**src/rtl/sprite_palette_encoder_if.sv**
```systemverilog
// Pixel-in / index-out / palette-write bus of the sprite palette encoder.
// slave is the encoder side, master is the pixel source / palette loader side.
interface sprite_palette_encoder_if #(
    parameter int unsigned IDX_W   = 4,
    parameter int unsigned COLOR_W = 24,
    parameter int unsigned DIST_W  = 10
);
    logic               i_pal_we;
    logic [IDX_W-1:0]   i_pal_addr;
    logic [COLOR_W-1:0] i_pal_data;
    logic               o_pal_ready;
    logic               i_in_valid;
    logic               o_in_ready;
    logic [COLOR_W-1:0] i_in_rgb;
    logic               i_in_transp;
    logic               o_out_valid;
    logic               i_out_ready;
    logic [IDX_W-1:0]   o_out_idx;
    logic [DIST_W-1:0]  o_out_dist;

    modport slave (
        input  i_pal_we, i_pal_addr, i_pal_data, i_in_valid, i_in_rgb, i_in_transp, i_out_ready,
        output o_pal_ready, o_in_ready, o_out_valid, o_out_idx, o_out_dist
    );

    modport master (
        output i_pal_we, i_pal_addr, i_pal_data, i_in_valid, i_in_rgb, i_in_transp, i_out_ready,
        input  o_pal_ready, o_in_ready, o_out_valid, o_out_idx, o_out_dist
    );
endinterface

```
**src/rtl/sprite_palette_encoder.sv**
```systemverilog
// Quantises RGB888 pixels to 4-bit indices by a sequential nearest-colour search
// over palette entries 1..15. Define PALETTE_EARLY_EXIT_EN to stop on an exact match.
module sprite_palette_encoder (
    input  logic                     i_clk,
    input  logic                     i_rst,
    sprite_palette_encoder_if.slave  bus
);
    localparam int unsigned N_ENTRIES = 16;
    localparam int unsigned IDX_W     = 4;
    localparam int unsigned COLOR_W   = 24;
    localparam int unsigned DIST_W    = 10;
    localparam int unsigned CH_W      = 8;

    typedef enum logic [1:0] {S_IDLE, S_SEARCH, S_OUT} state_e;

    state_e             state_q;
    logic [COLOR_W-1:0] pal_q [N_ENTRIES];
    logic [COLOR_W-1:0] rgb_q;
    logic [IDX_W-1:0]   k_q;
    logic [IDX_W-1:0]   best_idx_q;
    logic [DIST_W-1:0]  best_dist_q;
    logic               ready_q;
    logic               out_valid_q;
    logic [IDX_W-1:0]   out_idx_q;
    logic [DIST_W-1:0]  out_dist_q;

    logic [COLOR_W-1:0] entry_c;
    logic [DIST_W-1:0]  dist_c;
    logic               better_c;
    logic               last_c;

    function automatic logic [CH_W-1:0] abs_diff(input logic [CH_W-1:0] a, input logic [CH_W-1:0] b);
        return (a > b) ? (a - b) : (b - a);
    endfunction

    // Manhattan distance between the latched pixel and the entry under test
    always_comb begin
        entry_c  = pal_q[k_q];
        dist_c   = DIST_W'(abs_diff(rgb_q[23:16], entry_c[23:16]))
                 + DIST_W'(abs_diff(rgb_q[15:8],  entry_c[15:8]))
                 + DIST_W'(abs_diff(rgb_q[7:0],   entry_c[7:0]));
        better_c = (dist_c < best_dist_q);
`ifdef PALETTE_EARLY_EXIT_EN
        last_c   = (k_q == IDX_W'(N_ENTRIES - 1)) || (dist_c == '0);
`else
        last_c   = (k_q == IDX_W'(N_ENTRIES - 1));
`endif
    end

    always_ff @(posedge i_clk) begin
        if (i_rst) begin
            state_q     <= S_IDLE;
            for (int i = 0; i < int'(N_ENTRIES); i++) pal_q[i] <= '0;
            rgb_q       <= '0;
            k_q         <= IDX_W'(1);
            best_idx_q  <= IDX_W'(1);
            best_dist_q <= '1;
            ready_q     <= 1'b1;
            out_valid_q <= 1'b0;
            out_idx_q   <= '0;
            out_dist_q  <= '0;
        end else begin
            case (state_q)
                S_IDLE: begin
                    // write lands on this edge, so a search starting now sees it
                    if (bus.i_pal_we) pal_q[bus.i_pal_addr] <= bus.i_pal_data;
                    if (bus.i_in_valid) begin
                        rgb_q   <= bus.i_in_rgb;
                        ready_q <= 1'b0;
                        if (bus.i_in_transp) begin
                            state_q     <= S_OUT;
                            out_valid_q <= 1'b1;
                            out_idx_q   <= '0;
                            out_dist_q  <= '0;
                        end else begin
                            state_q     <= S_SEARCH;
                            k_q         <= IDX_W'(1);
                            best_idx_q  <= IDX_W'(1);
                            best_dist_q <= '1;
                        end
                    end
                end
                S_SEARCH: begin
                    if (better_c) begin
                        best_idx_q  <= k_q;
                        best_dist_q <= dist_c;
                    end
                    if (last_c) begin
                        state_q     <= S_OUT;
                        out_valid_q <= 1'b1;
                        out_idx_q   <= better_c ? k_q    : best_idx_q;
                        out_dist_q  <= better_c ? dist_c : best_dist_q;
                    end else begin
                        k_q <= k_q + IDX_W'(1);
                    end
                end
                S_OUT: begin
                    if (bus.i_out_ready) begin
                        state_q     <= S_IDLE;
                        out_valid_q <= 1'b0;
                        ready_q     <= 1'b1;
                    end
                end
                default: begin
                    state_q     <= S_IDLE;
                    out_valid_q <= 1'b0;
                    ready_q     <= 1'b1;
                end
            endcase
        end
    end

    assign bus.o_in_ready  = ready_q;
    assign bus.o_pal_ready = ready_q;
    assign bus.o_out_valid = out_valid_q;
    assign bus.o_out_idx   = out_idx_q;
    assign bus.o_out_dist  = out_dist_q;
endmodule

```
**src/flat_wrapper.sv**
```systemverilog
// flat-port wrapper written by rule: the top's interface ports become plain ports
module sprite_palette_encoder_flat 
  (i_clk, i_rst, bus_i_pal_we, bus_i_pal_addr, bus_i_pal_data, bus_i_in_valid, bus_i_in_rgb, bus_i_in_transp, bus_i_out_ready, bus_o_pal_ready, bus_o_in_ready, bus_o_out_valid, bus_o_out_idx, bus_o_out_dist);
  sprite_palette_encoder_if bus_i ();
  input  logic i_clk;
  input  logic i_rst;
  input wire logic [$bits(bus_i.i_pal_we)-1:0] bus_i_pal_we;
  input wire logic [$bits(bus_i.i_pal_addr)-1:0] bus_i_pal_addr;
  input wire logic [$bits(bus_i.i_pal_data)-1:0] bus_i_pal_data;
  input wire logic [$bits(bus_i.i_in_valid)-1:0] bus_i_in_valid;
  input wire logic [$bits(bus_i.i_in_rgb)-1:0] bus_i_in_rgb;
  input wire logic [$bits(bus_i.i_in_transp)-1:0] bus_i_in_transp;
  input wire logic [$bits(bus_i.i_out_ready)-1:0] bus_i_out_ready;
  output wire logic [$bits(bus_i.o_pal_ready)-1:0] bus_o_pal_ready;
  output wire logic [$bits(bus_i.o_in_ready)-1:0] bus_o_in_ready;
  output wire logic [$bits(bus_i.o_out_valid)-1:0] bus_o_out_valid;
  output wire logic [$bits(bus_i.o_out_idx)-1:0] bus_o_out_idx;
  output wire logic [$bits(bus_i.o_out_dist)-1:0] bus_o_out_dist;
  assign bus_i.i_pal_we = bus_i_pal_we;
  assign bus_i.i_pal_addr = bus_i_pal_addr;
  assign bus_i.i_pal_data = bus_i_pal_data;
  assign bus_i.i_in_valid = bus_i_in_valid;
  assign bus_i.i_in_rgb = bus_i_in_rgb;
  assign bus_i.i_in_transp = bus_i_in_transp;
  assign bus_i.i_out_ready = bus_i_out_ready;
  assign bus_o_pal_ready = bus_i.o_pal_ready;
  assign bus_o_in_ready = bus_i.o_in_ready;
  assign bus_o_out_valid = bus_i.o_out_valid;
  assign bus_o_out_idx = bus_i.o_out_idx;
  assign bus_o_out_dist = bus_i.o_out_dist;
  sprite_palette_encoder u_core (.i_clk(i_clk), .i_rst(i_rst), .bus(bus_i));
endmodule
```
**config.mk**
```make
export PLATFORM = sky130hd
export DESIGN_NAME = sprite_palette_encoder_flat
export DESIGN_NICKNAME = d
export VERILOG_FILES = /design/src/rtl/sprite_palette_encoder_if.sv /design/src/rtl/sprite_palette_encoder.sv /design/src/flat_wrapper.sv
export SDC_FILE = /design/constraint.sdc
export NUM_CORES = 1
export LEC_CHECK = 0
export CORE_MARGIN = 2
export CORE_UTILIZATION = 41
export DETAILED_ROUTE_END_ITERATION = 16
export PLACE_DENSITY = 0.53
export SLEW_MARGIN = 10
export SYNTH_ARGS = -nofsm -noshare
export SYNTH_HDL_FRONTEND = slang
export SYNTH_SLANG_ARGS = --single-unit
export TNS_END_PERCENT = 10
```
**constraint.sdc**
```tcl
create_clock -name i_clk -period 13.5 [get_ports i_clk]
set_clock_uncertainty 0.2 [all_clocks]
set_input_delay 2.7 -clock i_clk [delete_from_list [all_inputs] [get_ports i_clk]]
set_output_delay 2.7 -clock i_clk [all_outputs]
set_load 0.05 [all_outputs]
```
; Word-level counts from Yosys, hierarchy flattened
; Memories as Yosys holds them, arrays and structs flattened. A register that Yosys moved wholly into a read port is not among the register bits.
; Cells that the tools add are included.
[totals]
register_bits = 60
latch_bits = 0
ramBits = 384
mem_bits_ro = 0
input_bits = 58
output_inout_bits = 17
elab_cells = 88
memories = 1
[classes]
add_sub_neg = 9
n_mul = 0
n_div = 0
n_lt_le_gt_ge = 4
n_eq_ne = 9
shift = 0
muxes = 45
bitwise = 1
n_reduce_logical = 10
[mem_list]
columns = name, depth, width, read_ports, rd_ports_with_merged_regs, wr, line_no
row1 = u_core.pal_q, 16, 24, 1, 1, 16, sprite_palette_encoder.sv:17  ; logic [COLOR_W-1:0] pal_q [N_ENTRIES];
[op_table]
columns = operator, count
row1 = 2-to-1 mux 10 bit, 6
row2 = subtractor 8 bit, 6
row3 = 2-to-1 mux 4 bit, 10
row4 = one-hot mux 10 bit (2 select lines), 2
row5 = greater-than comparator 8 bit, 3
row6 = 2-to-1 mux 24 bit, 1
row7 = 2-to-1 mux 8 bit, 3
row8 = one-hot mux 4 bit (2 select lines), 3
row9 = OR reduction 24 bit, 1
row10 = 2-to-1 mux 1 bit, 13
row11 = AND reduction 4 bit, 3
row12 = adder 10 x 8 -> 10 bit, 1
row13 = less-than comparator 10 bit, 1
row14 = != test 2 bit (second input constant), 5
row15 = adder 8 x 8 -> 9 bit, 1
row16 = AND reduction 3 bit, 3
row17 = 2-to-1 mux 2 bit, 4
row18 = one-hot mux 1 bit (3 select lines), 2
row19 = one-hot mux 2 bit (3 select lines), 1
row20 = adder 4 x 1 -> 4 bit (second input constant), 1
row21 = == test 4 bit (second input constant), 1
row22 = == test 2 x 1 -> 1 bit (second input constant), 1
row23 = == test 2 bit (second input constant), 1
row24 = logical NOT 2 bit, 1
row25 = 4 further kinds, 4

; Depth between registers and ports, before layout
; Gate-level depths: netlist of run 1.
[logic_depth]
ltp_word = 8
depth_mapped = 34

; Worst setup path after synthesis of run 1
; Ideal clock, no wire load.
[synth_path]
path_kind = reg-to-reg
startpoint = reg with a tool-made name
endpoint = reg u_core.out_dist_q[0], in the netlist u_core.bus.o_out_dist[0]
setup_time_ps = 80
t_arrival_ps = 6891
required_time_ps = 13220
path_slack_ps = 6329
path_stages_with_launch = 32
path_buffers = 5
synth_period_minus_slack_ps = 7171
path_cell_list = dfxtp_1 > clkbuf_1 > buf_2 > buf_1 > mux4_2 > mux4_2 > ha_1 > buf_2 > and3_1 > and3_1 > nor3_1 > mux2i_1 > xnor2_1 > ha_1 > a21oi_1 > nor2b_1 > o21ai_0 > nor2b_1 > xnor2_1 > ha_1 > o21a_1 > a211oi_1 > nor2_1 > xnor2_1 > inv_1 > ha_1 > a21o_1 > a21o_1 > o21ba_2 > clkbuf_1 > o21ai_1 > o211ai_1
[synth_rtl]
columns = item, line_no
row1 = to (signal assigned), sprite_palette_encoder.sv:92  ; out_dist_q <= better_c ? dist_c : best_dist_q;
row2 = to (decl), sprite_palette_encoder.sv:25  ; logic [DIST_W-1:0] out_dist_q;

==> results of run 1 <==
final timing paths:
check                                            end  slack (ns)  cells past startpoint
setup / recovery  u_core.best_dist_q[0]$_SDFFE_PP1P_        4.59                     25
hold / removal     u_core.best_idx_q[2]$_SDFFE_PP0P_        0.26                      2
setup reg to reg  u_core.best_dist_q[0]$_SDFFE_PP1P_        4.59                     25
hold reg to reg    u_core.best_idx_q[2]$_SDFFE_PP0P_        0.26                      2
layout by cell type (no fill, tap or decap), types with 10 or more instances in the layout:
| cell | instances |
|---|---|
| nor2b_1 | 17 |
| edfxtp_1 | 384 |
| buf_4 | 25 |
| ha_1 | 71 |
| clkbuf_16 | 50 |
| nor2_1 | 31 |
| dfxtp_1 | 61 |
| nand4_1 | 22 |
| xnor2_1 | 20 |
| inv_1 | 84 |
| mux4_2 | 120 |
| a211oi_1 | 10 |
| nand2_1 | 114 |
| o21ai_0 | 24 |
| a21oi_1 | 58 |
| or2_2 | 16 |
| clkinv_2 | 10 |
| clkdlybuf4s50_1 | 73 |
| o211ai_1 | 26 |
| and2_1 | 389 |
| nor2_2 | 14 |
worst max-delay path: stages (launching register included):
cell      delay (ns)
dfxtp_4         0.86
buf_4           0.82
mux4_2          0.62
mux4_2          0.48
inv_1           0.18
ha_1            0.30
and4_1          0.22
and3_1          0.22
nor3_1          0.51
mux2i_1         0.28
xnor2_1         0.14
ha_1            0.29
a21oi_1         0.25
nor2b_1         0.08
o21ai_0         0.24
nor2b_1         0.20
xnor2_1         0.14
ha_1            0.29
o21a_1          0.14
a211oi_1        0.28
o32ai_1         0.21
ha_1            0.30
nor3_1          0.72
inv_1           0.16
a21oi_2         0.45
mux2i_1         0.23
logic make-up (layout without fill, tap and decap cells):
logic type / after synthesis / after routing / share of synthesized area [%]
other: 0 / 2 / 0
multiplexers: 139 / 139 / 12.8
flip-flops: 448 / 448 / 56.2
adder cells (fa/ha/maj): 79 / 79 / 4.60
AND/OR/NAND/NOR: 646 / 646 / 16.1
buffers and inverters: 199 / 271 / 3.62
AO/OA/AOI/OAI: 185 / 185 / 5.52
XOR/XNOR: 29 / 29 / 1.12
area by class of cell:
| class | instances | area share [%] |
|---|---|---|
| Sequential cell | 448 | 49.6 |
| Multi-Input combinational cell | 1078 | 35.6 |
| Clock buffer | 62 | 5.13 |
| Tap cell | 748 | 3.62 |
| Timing Repair Buffer | 99 | 3.57 |
| Inverter | 84 | 1.22 |
| Clock inverter | 26 | 1.21 |
| Antenna cell | 2 | 0.0194 |
per-layer routing:
layer	wire length [µm]	vias to the layer above	part of all wire [%]	GRT usage [%]
li1	-	6328	-	-
met4	1500	2	2.4	6.27
met2	31200	343	49	37.8
met1	27200	7024	43	30.1
met3	3660	98	5.8	4.38
met5	10	-	0.016	0
sequential cells by signal, summed over array words and instances, names as in the netlist, named ones only:
| name | flops |
|---|---|
| u_core.best_dist_q | 10 |
| u_core.best_idx_q | 4 |
| u_core.bus.o_in_ready | 1 |
| u_core.bus.o_out_dist | 10 |
| u_core.bus.o_out_idx | 4 |
| u_core.bus.o_out_valid | 1 |
| u_core.k_q | 4 |
| u_core.pal_q | 384 |
| u_core.rgb_q | 24 |
| u_core.state_q | 2 |
stage by stage:
step	hold WS (ns)	total power, W
after floorplan	0.241	0.00271
after global placement	0.255	0.00310
after detailed placement	0.260	0.00311
after CTS	0.268	0.00450
after global routing	0.297	0.00471
final	0.265	0.00448
power by group:
part           internal, W  switching, W  total (W)
Clock             0.000812      0.000575    0.00139
Combinational     0.000564      0.000912    0.00148
Sequential         0.00157     0.0000412    0.00161
==> impl_metrics.toml, run 1 <==
[run_status]
outcome = "complete, no violations"

[place]
io_buffers = 74
hpwl_um = 36500
dpl.cell_count = 2457
placed_area_um2 = 24200
dp_slack_ns = 4.62
place_congestion = 0.878

[clocking]
post-cts-setup-buffer-count = 0
cts_hold_buf = 0
cts_resized = 0
cts_root_buf = "clkbuf_16"
cts_sinks = 448
cts_made_buffers = 50
clk_latency_ns = 0.60
path_clk_slew_ns = 0.06
cts_tree = "done"
h-tree-depth = 2
clk_path_buf_depth = 3

[floorplanning]
core_um2 = 55000
pin_count = 75
die_h_um = 240
start_util_pct = 41.4
die_w_um = 240
dieArea_um2 = 57500
rows = 86

[finish]
fin_util_pct = 47.0
fin_area_um2 = 25800
layout-drive-gt1-share_pct = 15.3
area_delta_synth_final_pct = 13.4
nNetsFinal = 1898
regArea_um2 = 12800
multi_input_area_um2 = 9200
fin_cells = 2547
n_fill_cell = 4807

[grt]
antenna_found_initial = 1
grt_pass1_wl_um = 93800
gr-usage-all-layers_pct = 22.6
grt_max_degree = 55
grt_pass1_vias = 14200
grt_overflow = 0

[pwr]
p_per_area_nw_per_um2 = 173
ir_drop_mv = 0.160
leakagePower_nw = 9.47

[synthesis]
synth-seq-area-share_pct = 56.2
synth_top_area_cell = "edfxtp_1"
yosysUniqueCellTypes = 74
synth_cells = 1725
asyncSetResetFlopFracSynth_pct = 0
ys_ff_latch = 448
yosys.area.top_type_share_pct = 50.6
avgSynthCellArea_um2 = 13.2
synth_edf_count = 384
synth_ff_type = "edfxtp_1"
synth_most_common_cell = "and2_1"
synth_area_leaders = "edfxtp_1 (51%), mux4_2 (12%), and2_1 (11%), dfxtp_1 (5.6%), ha_1 (3.9%)"
synth_nets = 1862
synth.cell_area_um2 = 22800
yosys-top-cells-count = "and2_1 (389), edfxtp_1 (384), mux4_2 (120), nand2_1 (114), clkbuf_1 (86)"
yosysWarningCount = 0

[sta]
worstMarginPinSlew_ns = 1.12
tns_ns = 0
fin_crit_sh_pct = 66.0
setup_viol_count_final = 0
fin_crit_ns = 8.91
timing.fmax_mhz = 112
fin_ws_ns = 4.59
maxSlewHeadroom_pct = 25.6
rsz0062_at_grt = "no"
hold_viol_final = 0
slew_viol_final = 0

[worst_hold_path]
min_from = "u_core.best_idx_q[2]$_SDFFE_PP0P_"
min_path_type = "reg2reg"

[routing]
drt-pass1-iter-count = 5
via_count = 13800
drc_errors = 0
avgViaCountPerCell = 5.42
ant_nets = 0
totalWireLength_um = 63500
dr.first_iter.drc_count = 1099
routedWlPerCell_um = 24.9

[setup_path]
endpoint_kind = "flop"
critPathArrivalTime_ns = 9.24
required_ns = 13.83
path_class = "reg2reg"
setup.worst_path.start_class = "flop"
cp_max_fo = 42

[run]
maxCapViolCount = 0
Note: power is estimated with default switching activity, not from simulation.
==> run 2: changes to the inputs <==
==> constraint.sdc (replaced) <==
create_clock -name i_clk -period 9 [get_ports i_clk]
set_clock_uncertainty 0.2 [all_clocks]
set_input_delay 1.8 -clock i_clk [delete_from_list [all_inputs] [get_ports i_clk]]
set_output_delay 1.8 -clock i_clk [all_outputs]
set_load 0.05 [all_outputs]
==> impl_metrics.toml, run 2 (same netlist as run 1, synthesis figures left out) <==
[floorplanning]
pin_count = 75
rows = 86
start_util_pct = 41.4
die_w_um = 240
core_um2 = 55000
die_h_um = 240
dieArea_um2 = 57500

[clocking]
clk_latency_ns = 0.60
cts_root_buf = "clkbuf_16"
clk_path_buf_depth = 3
post-cts-setup-buffer-count = 0
cts_tree = "done"
cts_hold_buf = 0
path_clk_slew_ns = 0.06
h-tree-depth = 2
cts_sinks = 448
cts_made_buffers = 50
cts_resized = 0

[setup_path]
regToRegEndpoint = "u_core.bus.o_out_dist[6]$_SDFFE_PP0P_"
critPathArrivalTime_ns = 8.48
setup.worst_path.start_class = "flop"
path_class = "reg2reg"
endpoint_kind = "flop"
crit_path_end = "u_core.bus.o_out_dist[6]$_SDFFE_PP0P_"
required_ns = 9.32
cp_max_fo = 35
reg2reg_depth = 27
r2r_slack_ns = 0.84

[routing]
totalWireLength_um = 64800
drc_errors = 0
routedWlPerCell_um = 25.3
drt-pass1-iter-count = 7
ant_nets = 0
dr.first_iter.drc_count = 1167
via_count = 13900
avgViaCountPerCell = 5.43

[finish]
top_regs = "u_core.pal_q (384), u_core.rgb_q (24)"
fin_area_um2 = 25800
largest_register_ffs = 384
area_delta_synth_final_pct = 13.3
n_fill_cell = 4832
layout_common_cells = "and2_1 (389), edfxtp_1 (384), mux4_2 (120)"
final_common_cell = "and2_1"
nNetsFinal = 1906
layout-drive-gt1-share_pct = 15.2
top_register = "u_core.pal_q"

[worst_hold_path]
min_from = "u_core.rgb_q[7]$_SDFFE_PP0P_"
holdPathStages = 2
min_path_type = "reg2reg"

[sta]
fin_crit_sh_pct = 90.7
setup_viol_count_final = 0
holdWs_ns = 0.263
rsz0062_at_grt = "no"
fin_ws_ns = 0.839
hold_viol_final = 0
maxSlewHeadroom_pct = 16.2
fin_crit_ns = 8.16
slew_viol_final = 0
timing.fmax_mhz = 123
worstMarginPinSlew_ns = 1.25
tns_ns = 0

[pwr]
ir_drop_mv = 0.175
fin_total_pwr_w = 0.00658
p_per_area_nw_per_um2 = 255
leakagePower_nw = 9.46

[place]
place_congestion = 0.877
hpwl_um = 37300
io_buffers = 74
placed_area_um2 = 24300
dp_slack_ns = 0.819

[run]
maxCapViolCount = 0

[grt]
antenna_found_initial = 2
grt_max_degree = 51
grt_pass1_vias = 14400
grt_pass1_wl_um = 95100
grt_overflow = 0
gr-usage-all-layers_pct = 23.1

[run_status]
outcome = "complete, no violations"
## run 2: power by group
| part | total (W) | switching, W | internal (W) |
|---|---|---|---|
| Clock | 0.00192 | 0.000851 | 0.00107 |
| Combinational | 0.00224 | 0.00139 | 0.000851 |
| Sequential | 0.00241 | 0.0000552 | 0.00236 |
## run 2: metrics by stage
stage / util [%] / instances
final: 46.9 / 2559
after global routing: 46.9 / 2558
after CTS: 46.9 / 2558
after detailed placement: 44.2 / 2465
after global placement: 44.2 / 2465
after floorplan: - / 1725
## run 2: per-layer routing
metal	share of wire, %	vias to the layer above	track usage, %
li1	-	6365	-
met5	0	-	0
met1	45	7060	32.0
met3	5.1	100	3.31
met2	48	380	37.9
met4	2.5	0	6.72
## run 2: worst min path at each step
stage and endpoint:
2_1_floorplan u_core.rgb_q[15]$_SDFFE_PP0P_, 3_3_place_gp u_core.best_idx_q[1]$_SDFFE_PP0P_, 3_5_place_dp u_core.rgb_q[7]$_SDFFE_PP0P_, 4_1_cts u_core.rgb_q[7]$_SDFFE_PP0P_, 5_1_grt u_core.rgb_q[7]$_SDFFE_PP0P_, 6_report u_core.rgb_q[7]$_SDFFE_PP0P_
## run 2: final cells by class
cell class              instances  area, µm²  area share [%]
diodes                          1       2.50         0.00970
clock buffers                  68       1340            5.19
clock inverters                25        163           0.630
inverters                      84        315            1.22
multi-input cells            1078       9200            35.6
flip-flops and latches        448      12800            49.7
well taps                     748        936            3.63
repair buffers                107       1030            4.00
## run 2: critical path: stages (launching register included)
cell       delay, ns
dfxtp_4         0.62
buf_12          0.33
mux4_2          0.54
mux4_2          0.51
ha_1            0.53
o211ai_1        0.20
o21a_1          0.24
nor3_1          0.47
mux2i_1         0.28
xnor2_1         0.15
ha_1            0.28
a21oi_1         0.23
nor2b_1         0.07
o21ai_0         0.21
nor2b_1         0.19
xnor2_1         0.13
ha_1            0.28
o21a_1          0.14
a211oi_1        0.36
nor2_1          0.11
xnor2_1         0.29
inv_1           0.08
ha_1            0.30
o2111ai_1       0.16
o21ai_0         0.68
buf_4           0.28
nand4_1         0.11
o211ai_1        0.11
==> run 3: changes to the inputs <==
--- a/config.mk
+++ b/config.mk
@@ -6,9 +6,9 @@
 export NUM_CORES = 1
 export LEC_CHECK = 0
 export CORE_MARGIN = 2
-export CORE_UTILIZATION = 41
+export CORE_UTILIZATION = 40
 export DETAILED_ROUTE_END_ITERATION = 16
-export PLACE_DENSITY = 0.53
+export PLACE_DENSITY_LB_ADDON = 0.2
 export SLEW_MARGIN = 10
 export SYNTH_ARGS = -nofsm -noshare
 export SYNTH_HDL_FRONTEND = slang
==> constraint.sdc (replaced) <==
create_clock -name i_clk -period 9.42 [get_ports i_clk]
set_clock_uncertainty 0.2 [all_clocks]
set_input_delay 1.884 -clock i_clk [delete_from_list [all_inputs] [get_ports i_clk]]
set_output_delay 1.884 -clock i_clk [all_outputs]
set_load 0.05 [all_outputs]
==> impl_metrics.toml, run 3 (same netlist as run 1, synthesis figures left out) <==
[routing]
drc_errors = 0
dr.first_iter.drc_count = 1216
routedWlPerCell_um = 24.7
totalWireLength_um = 63300
avgViaCountPerCell = 5.47
drt-pass1-iter-count = 5
via_count = 14000
ant_nets = 0

[grt]
met2_usage_pct = 37.0
grt.busiest_layer = "met2"
gr-usage-all-layers_pct = 21.9
grt_overflow = 0
met1_usage_pct = 28.9
grt_max_degree = 61
use_met3_pct = 3.95
grt_pass1_wl_um = 94500
grt_pass1_vias = 14400
antenna_found_initial = 2

[setup_path]
critPathMaxStageDelay_ns = 0.73
critPathArrivalTime_ns = 8.24
cp_max_fo = 60
cp_slowest_cell = "dfxtp_4"
endpoint_kind = "flop"
timing.critical_path.mode_cell = "ha_1"
critPathBufInv = 2
path_class = "reg2reg"
setup.worst_path.start_class = "flop"
required_ns = 9.65
crit_family = "compound AO/OA/AOI/OAI gates"

[place]
place_congestion = 0.851
dp_slack_ns = 0.996
placed_area_um2 = 24300
dpl.cell_count = 2467
hpwl_um = 36200
io_buffers = 74

[finish]
fin_cells = 2558
nNetsFinal = 1900
area_delta_synth_final_pct = 13.8
layout_common_cells = "and2_1 (389), edfxtp_1 (384), mux4_2 (120)"
top_regs = "u_core.pal_q (384), u_core.rgb_q (24)"
layout-drive-gt1-share_pct = 15.7
fin_area_um2 = 25900
diodes = 0
top_register = "u_core.pal_q"
final_common_cell = "and2_1"
largest_register_ffs = 384

[pwr]
ir_drop_mv = 0.304
leakagePower_nw = 9.51
p_per_area_nw_per_um2 = 246

[sta]
fin_crit_sh_pct = 85.0
tns_ns = 0
maxSlewHeadroom_pct = 24.6
fin_crit_ns = 8.01
hold_viol_final = 0
slew_viol_final = 0
rsz0062_at_grt = "no"
timing.fmax_mhz = 125
setup_viol_count_final = 0
worstMarginPinSlew_ns = 1.13
fin_ws_ns = 1.41

[run_status]
outcome = "complete, no violations"

[clocking]
path_clk_slew_ns = 0.06
cts_root_buf = "clkbuf_16"
post-cts-setup-buffer-count = 0
cts_resized = 0
clk_latency_ns = 0.60
cts_hold_buf = 0
cts_tree = "done"
cts_sinks = 448
cts_made_buffers = 50
clk_path_buf_depth = 3
h-tree-depth = 2

[worst_hold_path]
min_path_type = "reg2reg"

[floorplanning]
core_um2 = 56400
dieArea_um2 = 58900
pin_count = 75
start_util_pct = 40.4
rows = 87
die_h_um = 243
die_w_um = 243

[run]
maxCapViolCount = 0
-- run 3: changes by cell type in the layout (fill, tap and decap cells not counted), moves of 4 or more --
cell       previous run  this run
clkbuf_1             17         6
buf_4                29        24
clkbuf_8              0         6
bufinv_16             1         5
clkinv_1             11         7
-- run 3: metal layers --
layer	part of all wire (%)	vias to the layer above
li1	-	6333
met5	0	-
met3	6.4	106
met1	42	7132
met2	49	422
met4	2.6	0
-- run 3: report_power, final --
| group | switching (W) | internal [W] | total [W] | leakage (nW) |
|---|---|---|---|---|
| Combinational | 0.00128 | 0.000799 | 0.00208 | 4.27 |
| Clock | 0.000812 | 0.00117 | 0.00199 | 0.822 |
| Sequential | 0.0000500 | 0.00225 | 0.00230 | 4.42 |
-- run 3: final timing paths --
check | slack, ns | endpoint | cells past startpoint | startpoint
max | 1.41 | u_core.best_dist_q[7]$_SDFFE_PP1P_ | 26 | flop
min | 0.26 | u_core.rgb_q[7]$_SDFFE_PP0P_ | 2 | u_core.rgb_q[7]$_SDFFE_PP0P_
max reg2reg | 1.41 | u_core.best_dist_q[7]$_SDFFE_PP1P_ | 26 | flop
min reg2reg | 0.26 | u_core.rgb_q[7]$_SDFFE_PP0P_ | 2 | u_core.rgb_q[7]$_SDFFE_PP0P_
-- run 3: layout make-up --
| class | instances | area [µm²] |
|---|---|---|
| fill | 5009 | 30500 |
| sequential | 448 | 12800 |
| multi-input combinational | 1078 | 9200 |
| clock buffer | 64 | 1390 |
| timing repair buffer | 101 | 976 |
| tap | 756 | 946 |
| inverter | 84 | 315 |
| clock inverter | 27 | 279 |
-- run 3: per-stage QoR --
step	utilization [%]	hold WS, ns	power, W
finish	46.0	0.263	0.00637
global route	46.0	0.290	0.00673
CTS	46.0	0.271	0.00642
detailed placement	43.0	0.259	0.00443
global placement	43.0	0.255	0.00441
floorplan	-	0.241	0.00388
-- run 3: worst min-delay path: cells and delay by family (launching register included) --
family / cells / cell delay, ns
AOI/OAI and AO/OA: 1 / 0.05
and+or+nand+nor: 1 / 0.05
DFF: 1 / 0.31
